--- config.mk ---
export PLATFORM = sky130hd
export DESIGN_NAME = updown_tcounter
export DESIGN_NICKNAME = d
export VERILOG_FILES = /design/src/rtl/updown_tcounter.sv
export SDC_FILE = /design/constraint.sdc
export NUM_CORES = 1
export LEC_CHECK = 0
export BUFFER_PORTS_ARGS = -buffer_cell sky130_fd_sc_hd__buf_4
export CAP_MARGIN = 40
export CORE_AREA = 2 2 39 41
export CTS_CLUSTER_SIZE = 40
export DETAILED_ROUTE_END_ITERATION = 10
export DIE_AREA = 0 0 41 43
export SYNTH_ARGS = -nofsm -noshare
export SYNTH_HDL_FRONTEND = slang
export SYNTH_SLANG_ARGS = --single-unit
--- constraint.sdc ---
create_clock -name clk -period 4.1 [get_ports clk]
set_clock_uncertainty 0.2 [all_clocks]
set_input_delay 0.41 -clock clk [delete_from_list [all_inputs] [get_ports clk]]
set_output_delay 0.41 -clock clk [all_outputs]
set_load 0.05 [all_outputs]
--- src/rtl/updown_tcounter.sv ---
// updown_tcounter: T-enabled up/down counter with modulus, load, wrap/saturate, Gray output and wrap flags
module updown_tcounter #(
    parameter int WIDTH   = 3,
    parameter int MODULUS = 8
) (
    input  logic             clk,
    input  logic             rst,
    input  logic             T,
    input  logic             up,
    input  logic             sat,
    input  logic             load,
    input  logic [WIDTH-1:0] load_val,
    output logic [WIDTH-1:0] count,
    output logic [WIDTH-1:0] gray,
    output logic             tc,
    output logic             ovf
);
    localparam logic [WIDTH-1:0] MAX = WIDTH'(MODULUS - 1);

    logic             at_end;
    logic [WIDTH-1:0] step;
    logic [WIDTH-1:0] wrapped;

    // terminal detection happens before the add, so an increment never forms MODULUS
    always_comb begin
        at_end  = up ? count == MAX : count == '0;
        step    = up ? count + WIDTH'(1) : count - WIDTH'(1);
        wrapped = sat ? count : (up ? '0 : MAX);
    end

    // priority rst > load > T; tc marks a count produced by a wrap or saturation event
    always_ff @(posedge clk) begin
        if (rst) begin
            count <= '0;
            tc    <= 1'b0;
            ovf   <= 1'b0;
        end else if (load) begin
            count <= load_val > MAX ? MAX : load_val;
            tc    <= 1'b0;
            ovf   <= 1'b0;
        end else if (T) begin
            count <= at_end ? wrapped : step;
            tc    <= at_end;
            ovf   <= ovf | at_end;
        end else begin
            tc    <= 1'b0;
        end
    end

    assign gray = count ^ (count >> 1);
endmodule

== Yosys cells after proc, flatten, opt, wreduce, memory -nomap -nowiden ==
Index checks and enable logic that the tools add are counted.

* Add/sub/neg operators: 2
* Multipliers: 0
* Divide/modulo/power cells: 0
* $lt $le $gt $ge: 1
* Equality and inequality tests: 2
* Shift operators: 0
* Muxes and demuxes: 8
* Bitwise operators: 3
* Reductions and logical operators: 5

{| class="wikitable"
|+ Operator list
! operator !! count
|-
| $mux W3 || 7
|-
| $add A3 B1 Y3 const B || 1
|-
| $eq A3 B3 Y1 const B || 1
|-
| $gt A3 B3 Y1 const B || 1
|-
| $logic_not A3 Y1 || 1
|-
| $ne A3 B3 Y1 const B || 1
|-
| $reduce_or A3 Y1 || 1
|-
| $sub A3 B1 Y3 const B || 1
|-
| $xor A3 B2 Y3 || 1
|-
| $reduce_and A2 Y1 || 1
|-
| $reduce_bool A2 Y1 || 1
|-
| $reduce_or A2 Y1 || 1
|-
| $mux W1 || 1
|-
| $not A1 Y1 || 1
|-
| $or A1 B1 Y1 || 1
|}

* Register bits: 5
* Latch bits: 0
* RAM bits: 0
* ROM bits: 0
* Bits of input ports: 9
* Output and inout bits: 8
* Memories kept: 0

== Logic depth before layout (Yosys ltp) ==
* Depth in word-level cells: 5
* Depth in mapped cells: 7

== Least setup slack after synthesis ==
No wires, ideal clock.

* Path type: reg2out
* From: register count[2]
* To: output gray[1]
* Arrival time: 1.680 ns
* Data required time: 3.490 ns
* Path slack: 1.810 ns
* Stages on the path, launching flop included: 3
* Path buffers: 1
* Cell sequence: dfxtp_1 > buf_4 > xor2_1

* Word-level cells in the longest chain between the ends: 1

{| class="wikitable"
|+ RTL lines
! item !! line !! RTL
|-
| start: declaration || 13 || <nowiki>output logic [WIDTH-1:0] count,</nowiki>
|-
| start signal: assignment || 38 || <nowiki>count <= load_val > MAX ? MAX : load_val;</nowiki>
|-
| start signal: assignment || 42 || <nowiki>count <= at_end ? wrapped : step;</nowiki>
|-
| $xor A3 B2 Y3 || 50 || <nowiki>assign gray = count ^ (count >> 1);</nowiki>
|-
| end: declaration || 14 || <nowiki>output logic [WIDTH-1:0] gray,</nowiki>
|}

Every way passes these cells.

== Final worst setup path ==
* From: register count[1]
* To: output gray[0]

Same word-level chain as after synthesis.

==> results.sh <==
export IMPL_power_density_nw_per_um2=346.2
export IMPL_async_flop_share=0
export IMPL_finalHoldViolations=0
export IMPL_clk_latency_ns=0.23
export IMPL_leakagePower_nw=0.2668
export IMPL_grt_usage=0.1126
export IMPL_status="finished, final reports clean"
export IMPL_core_um2=1384
export IMPL_rsz0062_at_grt="no"
export IMPL_dieWidth_um=41
export IMPL_p_int_uw=119.8
export IMPL_fin_crit_ns=1.890
export IMPL_drive_gt1_frac=0.3529
export IMPL_ant_nets=0
export IMPL_antennaDiodeCount=0
export IMPL_hold_buffers=0
export IMPL_area_growth_pct=32.65
export IMPL_setup_ws_ns=2.210
export IMPL_slowest_delay_ns=0.50
export IMPL_num_vias=414
export IMPL_ys_ff_latch=5
export IMPL_grt_pass1_vias=328
export IMPL_post_route_period_util=0.4609
export IMPL_drtPass1Iterations=3
export IMPL_die_y_um=43
export IMPL_yosys_warnings=0
export IMPL_grt_max_degree=14
export IMPL_hpwl_um=696.6
export IMPL_crit_required_ns=3.49
export IMPL_drcViolationCount=0
export IMPL_cp_end_kind="primary output"
export IMPL_setup_viol=0
export IMPL_rows=14
export IMPL_pwr_share_clk=0.285
export IMPL_tightest_slew_ns=0.4549
export IMPL_worstSetupStartpointType="register"
export IMPL_synth_most_common_cell="inv_1"
export IMPL_synth_edf_count=0
export IMPL_final_nets=81
export IMPL_htreeDepth=1
export IMPL_timing_slew_headroom=0.6963
export IMPL_die_area_um2=1763
export IMPL_cts_buffers=3
export IMPL_syn_area_per_cell_um2=8.415
export IMPL_path_class="reg2out"
export IMPL_fin_util=0.4114
export IMPL_clk_path_buf_depth=2
export IMPL_synth_largest_area_cell="dfxtp_1"
export IMPL_hp_class="in2reg"
export IMPL_grt_overflow_total=0
export IMPL_synth_cells=51
export IMPL_maxCapViolations=0
export IMPL_post_cts_buffers=0
export IMPL_drt_iter0_drc=7
export IMPL_synthTopCellsByCount="inv_1 (8), a21oi_1 (5), dfxtp_1 (5)"
export IMPL_fmax_mhz=529.2
export IMPL_place_inst=80
export IMPL_seqPwrFrac=0.302
export IMPL_ys_top_cells_by_area="dfxtp_1 (23%), inv_1 (7.0%), nand2b_4 (6.4%)"
export IMPL_slew_viol_final=0
export IMPL_syn_area_um2=429.2
export IMPL_synth_distinct_cells=26
export IMPL_worstPathArrival_ns=1.28
export IMPL_drt_wl_total_um=923
export IMPL_syn_num_nets=63
export IMPL_clkTransAtPathRegs_ns=0.04
export IMPL_worst_path_max_delay_cell="dfxtp_1"
export IMPL_seq_area_frac_synth=0.2332
export IMPL_wl_per_cell_um=10.99
export IMPL_cts_tree="built"
export IMPL_ctsResizeCount=0
export IMPL_p_comb_frac=0.413
export IMPL_start_util=0.3101
export IMPL_cp_top_family="flip-flops"
export IMPL_ir_drop_mv=0.1080
export IMPL_tns_ns=0
export IMPL_grt_first_pass_wirelength_mm=1.380
export IMPL_vias_per_cell=4.929
export IMPL_p_sw_frac=0.3921
export IMPL_worstPathMaxFanout=6
export IMPL_crit_buf_inv=2
export IMPL_place_congestion=0.7084
export IMPL_synthFlopType="dfxtp_1"
export IMPL_io_buffers=16
export IMPL_boundaryPins=17
export IMPL_dp_slack_ns=1.991
export IMPL_instances_no_fill=84
export IMPL_fill_cells=154
export IMPL_clock_root_buffer="clkbuf_4"
export IMPL_switchingPower_uw=77.29
export IMPL_synth_top_area_share=0.2332
export IMPL_antenna_found_initial=0
export IMPL_path_cells="inv_1 > ha_1 > buf_4"
export IMPL_cts_sinks=5
==> cells in the final DEF, fill, tap and decap left out, drive strengths merged <==
master	instances
a21boi	1
o311a	1
ha	2
a211oi	1
xor2	1
nor4bb	1
o211ai	1
a221oi	1
nand3	2
inv	8
buf	16
nor3	1
dfxtp	5
o21ai	3
fa	1
nand4	1
a311oi	1
or3	1
nor2	3
nand2	3
clkbuf	4
a21oi	5
nor2b	1
o221ai	1
nand2b	2
a31o	1
==> cell families (layout without fill, tap and decap cells) <==
family | after synthesis | count (layout) | share of synthesized area
compound gates | 16 | 16 | 0.2915
simple gates | 15 | 15 | 0.2187
buf+inv | 11 | 28 | 0.1312
flops | 5 | 5 | 0.2332
fa+ha+maj | 3 | 3 | 0.1049
xor+xnor | 1 | 1 | 0.02041
==> layer usage <==
layer  routed length (um)  vias to the layer above  GRT usage
li1                     -                      212          -
met1                  438                      193     0.1581
met2                  440                        9     0.1594
met3                   44                        0    0.03141
met4                    0                        0    0.04000
met5                    0                        -          0
==> power by group through the flow <==
stage | sequential (mW) | combinational [mW] | clock, mW
floorplan | 0.0685 | 0.0519 | 0
global placement | 0.0603 | 0.0812 | 0
finish | 0.0596 | 0.0814 | 0.0562
detailed placement | 0.0605 | 0.0815 | 0
CTS | 0.0595 | 0.0821 | 0.0574
global route | 0.0602 | 0.0878 | 0.0617
==> sequential cells by signal, indices dropped and copies added (netlist names) <==
signal and flops:
tc 1, ovf 1, count 3
==> layout make-up <==
class | instances | area [um^2] | share of cell area
Sequential cell | 5 | 100.1 | 0.1758
Inverter | 8 | 30.03 | 0.05275
Multi-Input combinational cell | 35 | 272.8 | 0.4791
Clock buffer | 4 | 26.28 | 0.04615
Tap cell | 16 | 20.02 | 0.03516
Timing Repair Buffer | 16 | 120.1 | 0.2110
==> path summary, 6_finish.rpt <==
path / start / to / slack [ns] / cells after the start
worst max-delay path: count[1] / gray[0] / 2.21 / 3
worst min-delay path: rst / count[1] / 0.18 / 2
worst max register to register: count[1] / count[2] / 2.25 / 5
worst min register to register: ovf / ovf / 0.25 / 2
==> stage by stage <==
stage | total power [mW] | hold WS, ns | cell area, um^2
detailed placement | 0.1419 | 0.2379 | 543.0
CTS | 0.1991 | 0.1742 | 569.3
global placement | 0.1416 | 0.2377 | 543.0
finish | 0.1971 | 0.1800 | 569.3
floorplan | 0.1204 | 0.2779 | 429.2
global route | 0.2097 | 0.1745 | 569.3
==> worst reg2reg max path, cell delays in order, from the launching register on <==
cell      delay (ns)
dfxtp_1         0.40
fa_1            0.46
nor4bb_1        0.28
a31o_2          0.14
o21ai_1         0.06
a221oi_1        0.22
No activity file was read; power rests on OpenSTA's default activity.
